[config.mk]
export PLATFORM = sky130hd
export DESIGN_NAME = jam_search
export DESIGN_NICKNAME = d
export VERILOG_FILES = /design/src/rtl/jam_pkg.sv /design/src/rtl/jam_perm_next.sv /design/src/rtl/jam_search.sv
export SDC_FILE = /design/constraint.sdc
export NUM_CORES = 1
export LEC_CHECK = 0
export ABC_AREA = 1
export CAP_MARGIN = 20
export CORE_ASPECT_RATIO = 0.75
export CORE_MARGIN = 2
export CORE_UTILIZATION = 43
export DETAILED_ROUTE_END_ITERATION = 12
export HOLD_SLACK_MARGIN = 0.12
export PLACE_DENSITY = 0.72
export SLEW_MARGIN = 30
export SYNTH_ARGS = -nofsm -noshare
export SYNTH_HDL_FRONTEND = slang
export SYNTH_SLANG_ARGS = --single-unit
[constraint.sdc]
create_clock -name CLK -period 6.82 [get_ports CLK]
set_input_delay 1.364 -clock CLK [delete_from_list [all_inputs] [get_ports CLK]]
set_output_delay 1.364 -clock CLK [all_outputs]
set_load 0.03 [all_outputs]
[src/rtl/jam_pkg.sv]
// Shared types and width helpers for the exhaustive job-assignment solver.
// Width helpers are constant functions so they can size ports.
package jam_pkg;

    typedef enum logic [1:0] {
        IDLE   = 2'd0,
        SCAN   = 2'd1,
        UPDATE = 2'd2,
        DONE   = 2'd3
    } jam_state_t;

    function automatic int clog2(input int value);
        int r;
        r = 0;
        while ((1 << r) < value) r++;
        return r;
    endfunction

    function automatic int idx_width(input int n);
        return (clog2(n) < 1) ? 1 : clog2(n);
    endfunction

    // N costs of at most 2^cost_w-1 always fit, strictly below all-ones.
    function automatic int sum_width(input int n, input int cost_w);
        return cost_w + clog2(n);
    endfunction

endpackage

[src/rtl/jam_perm_next.sv]
// Combinational next-lexicographic-permutation step over N packed indices.
// is_last flags a strictly descending input; perm_out is then don't-care.
module jam_perm_next
    import jam_pkg::*;
#(
    parameter int N     = 8,
    parameter int IDX_W = idx_width(N)
) (
    input  logic [N*IDX_W-1:0] perm_in,
    output logic [N*IDX_W-1:0] perm_out,
    output logic               is_last
);

    logic [IDX_W-1:0] p [N];
    logic [IDX_W-1:0] q [N];
    logic [IDX_W-1:0] r [N];
    logic [IDX_W-1:0] piv_val;
    logic [IDX_W-1:0] succ_val;
    int               piv;
    int               succ;

    generate
        for (genvar gi = 0; gi < N; gi++) begin : g_pack
            assign p[gi] = perm_in[gi*IDX_W +: IDX_W];
            assign perm_out[gi*IDX_W +: IDX_W] = r[gi];
        end
    endgenerate

    always_comb begin
        is_last  = 1'b1;
        piv      = 0;
        piv_val  = '0;
        succ     = N - 1;
        succ_val = '0;
        for (int i = 0; i < N - 1; i++) begin
            if (p[i] < p[i+1]) begin
                is_last = 1'b0;
                piv     = i;
            end
        end
        for (int i = 0; i < N; i++) begin
            if (i == piv) piv_val = p[i];
        end
        // The suffix is descending, so the rightmost greater element is the smallest one.
        for (int i = 0; i < N; i++) begin
            if (i > piv && p[i] > piv_val) succ = i;
        end
        for (int i = 0; i < N; i++) begin
            if (i == succ) succ_val = p[i];
        end
        for (int i = 0; i < N; i++) begin
            if (i == piv)       q[i] = succ_val;
            else if (i == succ) q[i] = piv_val;
            else                q[i] = p[i];
        end
        for (int i = 0; i < N; i++) begin
            r[i] = q[i];
            if (i > piv) begin
                for (int s = 0; s < N; s++) begin
                    if (s == N + piv - i) r[i] = q[s];
                end
            end
        end
    end

endmodule

[src/rtl/jam_search.sv]
// Exhaustive N x N assignment search: walks all permutations in lexicographic
// order, summing external costs, and keeps min total, match count and first best.
module jam_search
    import jam_pkg::*;
#(
    parameter  int N      = 8,
    parameter  int COST_W = 7,
    parameter  int MC_W   = 16,
    localparam int IDX_W  = idx_width(N),
    localparam int SUM_W  = sum_width(N, COST_W)
) (
    input  logic                 CLK,
    input  logic                 RST_N,
    input  logic                 Start,
    output logic [IDX_W-1:0]     W,
    output logic [IDX_W-1:0]     J,
    input  logic [COST_W-1:0]    Cost,
    output logic [MC_W-1:0]      MatchCount,
    output logic [SUM_W-1:0]     MinCost,
    output logic [N*IDX_W-1:0]   BestPerm,
    output logic                 Busy,
    output logic                 Valid
);

    function automatic logic [N*IDX_W-1:0] identity_perm();
        logic [N*IDX_W-1:0] v;
        v = '0;
        for (int i = 0; i < N; i++) v[i*IDX_W +: IDX_W] = IDX_W'(i);
        return v;
    endfunction

    localparam logic [N*IDX_W-1:0] IDENT  = identity_perm();
    localparam logic [IDX_W-1:0]   K_LAST = IDX_W'(N - 1);

    jam_state_t         state_reg, state_next;
    logic [IDX_W-1:0]   k_reg, k_next;
    logic [IDX_W-1:0]   w_reg, w_next;
    logic [IDX_W-1:0]   j_reg, j_next;
    logic [N*IDX_W-1:0] perm_reg, perm_next;
    logic [N*IDX_W-1:0] best_reg, best_next;
    logic [SUM_W-1:0]   sum_reg, sum_next;
    logic [SUM_W-1:0]   min_reg, min_next;
    logic [MC_W-1:0]    cnt_reg, cnt_next;
    logic [N*IDX_W-1:0] perm_succ;
    logic               perm_last;
    logic [IDX_W-1:0]   perm_arr [N];

    generate
        for (genvar gi = 0; gi < N; gi++) begin : g_perm_arr
            assign perm_arr[gi] = perm_reg[gi*IDX_W +: IDX_W];
        end
    endgenerate

    jam_perm_next #(
        .N     (N),
        .IDX_W (IDX_W)
    ) u_perm_next (
        .perm_in  (perm_reg),
        .perm_out (perm_succ),
        .is_last  (perm_last)
    );

    always_ff @(posedge CLK or negedge RST_N) begin
        if (!RST_N) begin
            state_reg <= IDLE;
            k_reg     <= '0;
            w_reg     <= '0;
            j_reg     <= '0;
            perm_reg  <= IDENT;
            best_reg  <= '0;
            sum_reg   <= '0;
            min_reg   <= '1;
            cnt_reg   <= '0;
        end else begin
            state_reg <= state_next;
            k_reg     <= k_next;
            w_reg     <= w_next;
            j_reg     <= j_next;
            perm_reg  <= perm_next;
            best_reg  <= best_next;
            sum_reg   <= sum_next;
            min_reg   <= min_next;
            cnt_reg   <= cnt_next;
        end
    end

    always_comb begin
        state_next = state_reg;
        k_next     = k_reg;
        w_next     = w_reg;
        j_next     = j_reg;
        perm_next  = perm_reg;
        best_next  = best_reg;
        sum_next   = sum_reg;
        min_next   = min_reg;
        cnt_next   = cnt_reg;
        case (state_reg)
            IDLE: begin
                if (Start) begin
                    state_next = SCAN;
                    perm_next  = IDENT;
                    sum_next   = '0;
                    min_next   = '1;
                    cnt_next   = '0;
                    k_next     = '0;
                    w_next     = '0;
                    j_next     = '0;
                end
            end
            SCAN: begin
                sum_next = sum_reg + SUM_W'(Cost);
                if (k_reg == K_LAST) begin
                    state_next = UPDATE;
                    w_next     = '0;
                    j_next     = '0;
                end else begin
                    // W/J are registered, so present the next worker's job one cycle ahead.
                    k_next = k_reg + IDX_W'(1);
                    w_next = k_reg + IDX_W'(1);
                    j_next = '0;
                    for (int i = 0; i < N; i++) begin
                        if (i == int'(k_reg) + 1) j_next = perm_arr[i];
                    end
                end
            end
            UPDATE: begin
                if (sum_reg < min_reg) begin
                    min_next  = sum_reg;
                    cnt_next  = MC_W'(1);
                    best_next = perm_reg;
                end else if (sum_reg == min_reg && cnt_reg != '1) begin
                    cnt_next = cnt_reg + MC_W'(1);
                end
                sum_next = '0;
                if (perm_last) begin
                    state_next = DONE;
                end else begin
                    state_next = SCAN;
                    perm_next  = perm_succ;
                    k_next     = '0;
                    w_next     = '0;
                    j_next     = perm_succ[IDX_W-1:0];
                end
            end
            DONE: begin
                state_next = IDLE;
            end
            default: begin
                state_next = IDLE;
            end
        endcase
    end

    assign W          = w_reg;
    assign J          = j_reg;
    assign MatchCount = cnt_reg;
    assign MinCost    = min_reg;
    assign BestPerm   = best_reg;
    assign Busy       = (state_reg == SCAN) || (state_reg == UPDATE);
    assign Valid      = (state_reg == DONE);

endmodule

==> impl_metrics.prom, run 1 <==
# TYPE chip_impl_metric gauge
chip_impl_info{name="cpMostUsedCell",value="nand2_1"} 1
chip_impl_metric{name="areaGrowthSynthToFinish",unit="%"} 26.5
chip_impl_metric{name="place.port_buffers",unit=""} 67
chip_impl_metric{name="number_of_buffers_on_the_longest_clock_path",unit=""} 2
chip_impl_metric{name="drt-pass1-iter-count",unit=""} 6
chip_impl_metric{name="pin_count_of_the_biggest_net_entering_global_routing",unit=""} 60
chip_impl_metric{name="synth_seq_area_share",unit="%"} 27.1
chip_impl_info{name="unrepaired_setup_endpoints_after_global_routing",value="false"} 1
chip_impl_metric{name="slew_headroom",unit="%"} 46.7
chip_impl_metric{name="cap_viol_max_count",unit=""} 0
chip_impl_metric{name="synth.top_cell.area_share",unit="%"} 20.6
chip_impl_info{name="final_common_cell",value="nand2_1"} 1
chip_impl_metric{name="synthDistinctLibCells",unit=""} 53
chip_impl_info{name="commonest_non_fill_non_tap_cells_in_the_layout",value="nand2_1, inv_1, buf_4"} 1
chip_impl_metric{name="finalHoldViolCount",unit=""} 0
chip_impl_metric{name="floorplan.die.height",unit="um"} 128
chip_impl_metric{name="finish.utilization",unit="%"} 55.5
chip_impl_metric{name="track_usage",unit="%"} 33.6
chip_impl_metric{name="seq_area",unit="um^2"} 2400
chip_impl_metric{name="worst_setup_hold_path_clk_slew",unit="ns"} 0.08
chip_impl_metric{name="fin_crit",unit="ns"} 6.50
chip_impl_metric{name="initial_core_util",unit="%"} 43.9
chip_impl_metric{name="post-route-period-util",unit="%"} 95.3
chip_impl_info{name="status",value="complete, no violations"} 1
chip_impl_metric{name="hold_buffers",unit=""} 0
chip_impl_metric{name="synth_enable_flop_cells",unit=""} 0
chip_impl_metric{name="vdd.ir_drop.worst",unit="mV"} 0.248
chip_impl_metric{name="grt_pass1_wl",unit="um"} 55400
chip_impl_info{name="worst_setup_ep_type",value="flip-flop"} 1
chip_impl_metric{name="timing_max_transition_violations_final",unit=""} 0
chip_impl_metric{name="die-area",unit="um^2"} 21800
chip_impl_info{name="min_delay_worst_endpoint",value="BestPerm[10]"} 1
chip_impl_metric{name="timing.reg2reg.setup_slack",unit="ns"} 0.32
chip_impl_metric{name="fin_setup_tns",unit="ns"} 0
chip_impl_metric{name="clock-skew-final",unit="ns"} 0.0119
chip_impl_metric{name="htreeDepth",unit=""} 3
chip_impl_metric{name="slowest_delay",unit="ns"} 0.59
chip_impl_metric{name="worst-endpoint-required",unit="ns"} 7.08
chip_impl_metric{name="cts_inserted_buffers",unit=""} 9
chip_impl_info{name="rr_startpoint",value="perm_reg[14]"} 1
chip_impl_info{name="cts-root-buf",value="clkbuf_16"} 1
chip_impl_info{name="min_path_type",value="reg2reg"} 1
chip_impl_metric{name="num-fill-cells",unit=""} 1967
chip_impl_metric{name="clock_latency",unit="ns"} 0.36
chip_impl_metric{name="power_density",unit="nW/um^2"} 539
chip_impl_metric{name="grt_pass1_vias",unit=""} 9601
chip_impl_metric{name="cts.sinks",unit=""} 95
chip_impl_metric{name="via_count",unit=""} 10400
chip_impl_info{name="crit-reg2reg-capture",value="perm_reg[3]"} 1
chip_impl_info{name="synth_top_cell_by_area",value="dfrtp_1"} 1
chip_impl_metric{name="fp-row-count",unit=""} 45
chip_impl_info{name="worst_setup_path_start_kind",value="flip-flop"} 1
chip_impl_info{name="synth_area_leaders",value="dfrtp_1, nand2_1, ha_1"} 1
chip_impl_metric{name="dp_hpwl",unit="um"} 28500
chip_impl_metric{name="slew_at_the_pin_closest_to_its_max_slew_limit",unit="ns"} 0.796
chip_impl_metric{name="synth.avg_cell_area",unit="um^2"} 6.59
chip_impl_metric{name="drc_violations",unit=""} 0
chip_impl_metric{name="multiInputGateArea",unit="um^2"} 5530
chip_impl_metric{name="final_antenna_net_count",unit=""} 0
chip_impl_metric{name="postSynth.asyncResetShare",unit="%"} 100
chip_impl_metric{name="io_pins",unit=""} 68
chip_impl_metric{name="dr.first_iter.drc_count",unit=""} 1410
chip_impl_metric{name="total_setup_violations_reported_at_the_end_of_the_flow",unit=""} 0
chip_impl_metric{name="gp_congestion",unit=""} 1.08
chip_impl_metric{name="global_route.overflow_total",unit=""} 0
chip_impl_info{name="setup.worst_path.class",value="reg2reg"} 1
chip_impl_metric{name="critPathMaxFanout",unit=""} 8
chip_impl_metric{name="die-width",unit="um"} 170
chip_impl_info{name="ys.flop_type",value="dfrtp_1"} 1
chip_impl_info{name="tritoncts",value="built"} 1
chip_impl_info{name="min_from",value="BestPerm[10]"} 1
chip_impl_metric{name="netlist_area",unit="um^2"} 8860
chip_impl_metric{name="post_synth_inst_count",unit=""} 1344
chip_impl_metric{name="finalWirelength",unit="um"} 36500
chip_impl_metric{name="core",unit="um^2"} 20200
chip_impl_metric{name="reg2reg_depth",unit=""} 41
chip_impl_metric{name="drive_above_1_share",unit="%"} 17.2
chip_impl_metric{name="synth.ff_latch_count",unit=""} 95
chip_impl_metric{name="vias_per_cell",unit=""} 5.77
chip_impl_metric{name="hold_depth",unit=""} 2
chip_impl_info{name="cpMaxStageDelayCell",value="dfstp_2"} 1
chip_impl_metric{name="antenna_found_initial",unit=""} 1
chip_impl_metric{name="ys.warnings.count",unit=""} 0
chip_impl_metric{name="avgRoutedWirePerCell",unit="um"} 20.2
chip_impl_metric{name="fmax",unit="GHz"} 0.154
chip_impl_metric{name="cp_data_arrival_time",unit="ns"} 6.76
chip_impl_metric{name="mappedNetlistNets",unit=""} 1420
chip_impl_metric{name="leakagePower",unit="nW"} 5.37
chip_impl_metric{name="num-nets-final",unit=""} 1619
==> Yosys cell counts (3+ instances only) <==
cell and count:
a21oi_1 110, a21oi_2 5, a22oi_1 11, a31oi_1 3
buf_6 3, clkbuf_1 14, clkinv_1 6, dfrtp_1 73
dfstp_2 22, ha_1 65, inv_1 212, inv_2 15
nand2_1 330, nand2_2 21, nand2_4 5, nand3_1 78
nand3_2 8, nand4_1 27, nor2_1 106, nor2_2 5
nor2_4 3, nor3_1 12, o2111ai_1 4, o211ai_1 31
o21ai_0 98, o21ai_1 23, o21ai_2 4, o21ai_4 4
o22ai_1 9, o32ai_1 3
==> power breakdown <==
part           switching (mW)  internal [mW]
Sequential              0.117          0.737
Clock                   0.256          0.292
Combinational            3.01           1.62
==> how the worst max path moves through the flow <==
stage                              end         start  slack (ns)
after floorplan           perm_reg[11]  perm_reg[20]        1.13
after global placement    perm_reg[17]   perm_reg[7]       -0.06
after detailed placement  perm_reg[17]   perm_reg[7]       0.009
after CTS                 perm_reg[17]   perm_reg[7]        0.07
after global routing      perm_reg[17]  perm_reg[14]        0.02
final                      perm_reg[3]  perm_reg[14]        0.32
==> cell families after synthesis <==
| family | share of synthesized area [%] |
|---|---|
| and+or+nand+nor | 31.3 |
| adders and majority gates | 9.40 |
| AOI/OAI and AO/OA | 21.0 |
| buffers and inverters | 11.0 |
| xor gates and xnor gates | 0.198 |
| DFF | 27.1 |
==> critical path: cells and delay by family, from the launching register on <==
kind / cells / cell delay [ns]
AOI/OAI and AO/OA: 8 / 1.23
and+or+nand+nor: 21 / 2.52
DFF: 1 / 0.59
buffers and inverters: 9 / 1.17
adders and majority gates: 3 / 0.86
==> area by class of cell <==
cell class	instances	area share (%)
clock buffers	10	2.04
diodes	1	0.0223
flip-flops and latches	95	21.5
repair buffers	207	15.8
inverters	233	7.84
clock inverters	6	0.681
well taps	258	2.88
multi-input cells	997	49.3
==> per-layer routing <==
layer | vias up | GRT usage, % | part of all wire, %
met2 | 649 | 47.2 | 40
li1 | 4854 | - | -
met3 | 78 | 12.7 | 13
met5 | - | 0 | 0
met1 | 4849 | 48.1 | 45
met4 | 0 | 9.30 | 2.3
==> stage by stage <==
stage	setup slack, ns	hold WS, ns	cell area, um^2	cells	power, mW
after floorplan	1.13	0.492	8860	1344	3.44
after global placement	-0.0601	0.466	10800	1782	5.24
after detailed placement	0.00932	0.468	10800	1782	5.27
after CTS	0.0685	0.489	11100	1798	5.86
after global routing	0.0238	0.502	11200	1806	6.42
final	0.322	0.482	11200	1807	6.04
==> repair_timing <==
action | in CTS | in global routing
pin swaps | 0 | 2
setup endpoints to repair | 1 | 23
resized for setup | 2 | 9
setup buffers | 0 | 8
Power figures use the tool's default switching activity.
==> inputs of run 2 (changes only) <==
- GPL_ROUTABILITY_DRIVEN: default -> 1
- PLACE_DENSITY: 0.72 -> 0.74
- clock period: 6.82 -> 5.4 ns (I/O delays scaled with it)
==> run 2 against run 1 <==
- the flow now finishes with violations (setup timing)
- first-iteration DRC count grew 19%
- power grew 55%
- die area is the same
- fmax grew 8.2%
- cell area grew 18%
- non-clock buffer count grew 134
- critical path depth grew 2
- critical endpoint is now perm_reg[23]
- setup slack lost 0.93 ns
- critical path type unchanged
- highest routed layer unchanged
- largest cell class unchanged
==> impl_metrics.prom, run 2 (synthesis gave the netlist of run 1 again) <==
# TYPE chip_impl_metric gauge
chip_impl_info{name="worst_setup_ep_type",value="flip-flop"} 1
chip_impl_metric{name="cap_viol_max_count",unit=""} 0
chip_impl_metric{name="drt-pass1-iter-count",unit=""} 7
chip_impl_info{name="tritoncts",value="built"} 1
chip_impl_info{name="cpMaxStageDelayCell",value="dfstp_2"} 1
chip_impl_metric{name="p_int",unit="mW"} 4.35
chip_impl_info{name="crit_start",value="perm_reg[17]"} 1
chip_impl_metric{name="gp_congestion",unit=""} 1.11
chip_impl_metric{name="avgRoutedWirePerCell",unit="um"} 20.6
chip_impl_metric{name="cts_inserted_buffers",unit=""} 9
chip_impl_metric{name="drc_violations",unit=""} 0
chip_impl_metric{name="finish.utilization",unit="%"} 65.6
chip_impl_metric{name="fmax",unit="GHz"} 0.167
chip_impl_metric{name="combinationalPowerShare",unit="%"} 81.0
chip_impl_metric{name="instances_no_fill",unit=""} 1942
chip_impl_metric{name="fin_crit",unit="ns"} 6.01
chip_impl_metric{name="pin_count_of_the_biggest_net_entering_global_routing",unit=""} 54
chip_impl_info{name="crit-reg2reg-capture",value="perm_reg[23]"} 1
chip_impl_info{name="cts-root-buf",value="clkbuf_16"} 1
chip_impl_metric{name="power_density",unit="nW/um^2"} 706
chip_impl_metric{name="finalHoldViolCount",unit=""} 0
chip_impl_metric{name="clock_latency",unit="ns"} 0.36
chip_impl_metric{name="htreeDepth",unit=""} 3
chip_impl_metric{name="grt_pass1_wl",unit="um"} 59200
chip_impl_metric{name="worst-endpoint-required",unit="ns"} 5.68
chip_impl_metric{name="drive_above_1_share",unit="%"} 31.3
chip_impl_metric{name="finalWirelength",unit="um"} 40100
chip_impl_metric{name="met2_length",unit="um"} 16400
chip_impl_metric{name="dp.cells",unit=""} 1850
chip_impl_metric{name="areaGrowthSynthToFinish",unit="%"} 49.6
chip_impl_metric{name="global_route.overflow_total",unit=""} 0
chip_impl_metric{name="num-nets-final",unit=""} 1754
chip_impl_metric{name="seq_power_share",unit="%"} 11.4
chip_impl_metric{name="worst_setup_hold_path_clk_slew",unit="ns"} 0.08
chip_impl_info{name="commonest_non_fill_non_tap_cells_in_the_layout",value="nand2_1, buf_4, inv_1"} 1
chip_impl_metric{name="dp_hpwl",unit="um"} 29400
chip_impl_metric{name="die-width",unit="um"} 170
chip_impl_info{name="violations",value="setup timing"} 1
chip_impl_metric{name="vdd.ir_drop.worst",unit="mV"} 0.328
chip_impl_metric{name="fin_setup_tns",unit="ns"} -10.98
chip_impl_metric{name="final_antenna_net_count",unit=""} 0
chip_impl_info{name="worst_setup_path_start_kind",value="flip-flop"} 1
chip_impl_metric{name="cts.sinks",unit=""} 95
chip_impl_metric{name="clock-skew-final",unit="ns"} 0.0146
chip_impl_info{name="setup.worst_path.class",value="reg2reg"} 1
chip_impl_metric{name="finalPower",unit="mW"} 9.36
chip_impl_metric{name="slew_headroom",unit="%"} 47.8
chip_impl_metric{name="floorplan.die.height",unit="um"} 128
chip_impl_metric{name="fp-row-count",unit=""} 45
chip_impl_metric{name="vias_per_cell",unit=""} 5.84
chip_impl_metric{name="critPathMaxFanout",unit=""} 7
chip_impl_metric{name="routed_metal_1_wirelength",unit="um"} 16600
chip_impl_info{name="status",value="finished with violations"} 1
chip_impl_metric{name="antenna_found_initial",unit=""} 0
chip_impl_metric{name="slowest_delay",unit="ns"} 0.64
chip_impl_metric{name="slew_at_the_pin_closest_to_its_max_slew_limit",unit="ns"} 0.780
chip_impl_metric{name="track_usage",unit="%"} 35.5
chip_impl_metric{name="cp_data_arrival_time",unit="ns"} 6.28
chip_impl_metric{name="io_pins",unit=""} 68
chip_impl_metric{name="place.port_buffers",unit=""} 67
chip_impl_metric{name="initial_core_util",unit="%"} 43.9
chip_impl_info{name="rr_startpoint",value="perm_reg[17]"} 1
chip_impl_info{name="unrepaired_setup_endpoints_after_global_routing",value="true"} 1
chip_impl_metric{name="hold_buffers",unit=""} 0
chip_impl_metric{name="leakagePower",unit="nW"} 6.24
chip_impl_metric{name="core",unit="um^2"} 20200
chip_impl_info{name="min_path_type",value="reg2reg"} 1
chip_impl_metric{name="die-area",unit="um^2"} 21800
chip_impl_info{name="top_signal_layer_used",value="met4"} 1
chip_impl_info{name="final_common_cell",value="nand2_1"} 1
chip_impl_metric{name="clock_power_share",unit="%"} 7.6
chip_impl_metric{name="wl_met3",unit="um"} 5480
chip_impl_metric{name="number_of_buffers_on_the_longest_clock_path",unit=""} 2
chip_impl_metric{name="timing.reg2reg.setup_slack",unit="ns"} -0.61
chip_impl_metric{name="net-switching-power",unit="mW"} 5.01
chip_impl_metric{name="grt_pass1_vias",unit=""} 10500
chip_impl_metric{name="timing_max_transition_violations_final",unit=""} 0
chip_impl_metric{name="setup_ws",unit="ns"} -0.606
chip_impl_metric{name="post-route-period-util",unit="%"} 111
chip_impl_metric{name="dr.first_iter.drc_count",unit=""} 1673
chip_impl_metric{name="p_sw_share",unit="%"} 53.5
chip_impl_info{name="critical_path.endpoint",value="perm_reg[23]"} 1
chip_impl_metric{name="reg2reg_depth",unit=""} 43
chip_impl_metric{name="via_count",unit=""} 11300
chip_impl_metric{name="total_setup_violations_reported_at_the_end_of_the_flow",unit=""} 25
[run 2: through the flow]
stage	hold slack, ns	setup WS [ns]	instance area (um^2)
2_1_floorplan	0.492	0.0163	8880
3_3_place_gp	0.463	-0.686	11300
3_5_place_dp	0.472	-0.854	11300
4_1_cts	0.493	-0.303	12700
5_1_grt	0.509	-0.883	13300
6_report	0.489	-0.606	13300
[run 2: timing repair]
item / CTS / global route
pin swaps: 83 / 100
endpoints found under the setup margin: 27 / 27
gates cloned: 1 / 0
resized for setup: 142 / 88
buffers inserted: 47 / 32
[run 2: worst min-delay path by stage]
| stage | startpoint | endpoint | slack (ns) | depth (start not counted) |
|---|---|---|---|---|
| 3_3_place_gp | J[1] | J[1] | 0.46 | 2 |
| 5_1_grt | BestPerm[15] | BestPerm[15] | 0.51 | 2 |
| 4_1_cts | BestPerm[7] | BestPerm[7] | 0.49 | 2 |
| 3_5_place_dp | W[0] | W[0] | 0.47 | 2 |
| 6_report | BestPerm[7] | BestPerm[7] | 0.49 | 2 |
| 2_1_floorplan | k_reg[2] | k_reg[2] | 0.49 | 1 |
[run 2: power groups by stage]
stage | combinational (mW) | clock (mW) | sequential (mW)
after floorplan | 3.07 | 0 | 1.29
after global placement | 5.75 | 0 | 1.07
after detailed placement | 5.80 | 0 | 1.08
after CTS | 6.59 | 0.709 | 1.07
after global routing | 7.97 | 0.743 | 1.09
final | 7.58 | 0.707 | 1.07
[run 2: layer usage]
layer  global-route usage (%)  vias up
met1                     50.4     5284
met4                     11.7        0
met5                        0        -
met3                     10.9      150
met2                     51.5      779
li1                         -     5132
[run 2: layout make-up]
| type | instances | area (um^2) |
|---|---|---|
| Fill cell | 1647 | 6960 |
| Multi-Input combinational cell | 998 | 6350 |
| Timing Repair Buffer | 341 | 2970 |
| Sequential cell | 95 | 2400 |
| Inverter | 233 | 882 |
| Tap cell | 258 | 323 |
| Clock buffer | 9 | 225 |
| Clock inverter | 7 | 95.1 |
| Antenna cell | 1 | 2.50 |
[run 2: worst max-delay path: cells and delay by family, from the launching register on]
family	cells	cell delay, ns
simple gates	22	2.19
compound gates	10	1.24
buf+inv	8	1.05
fa+ha+maj	3	0.76
flops	1	0.64
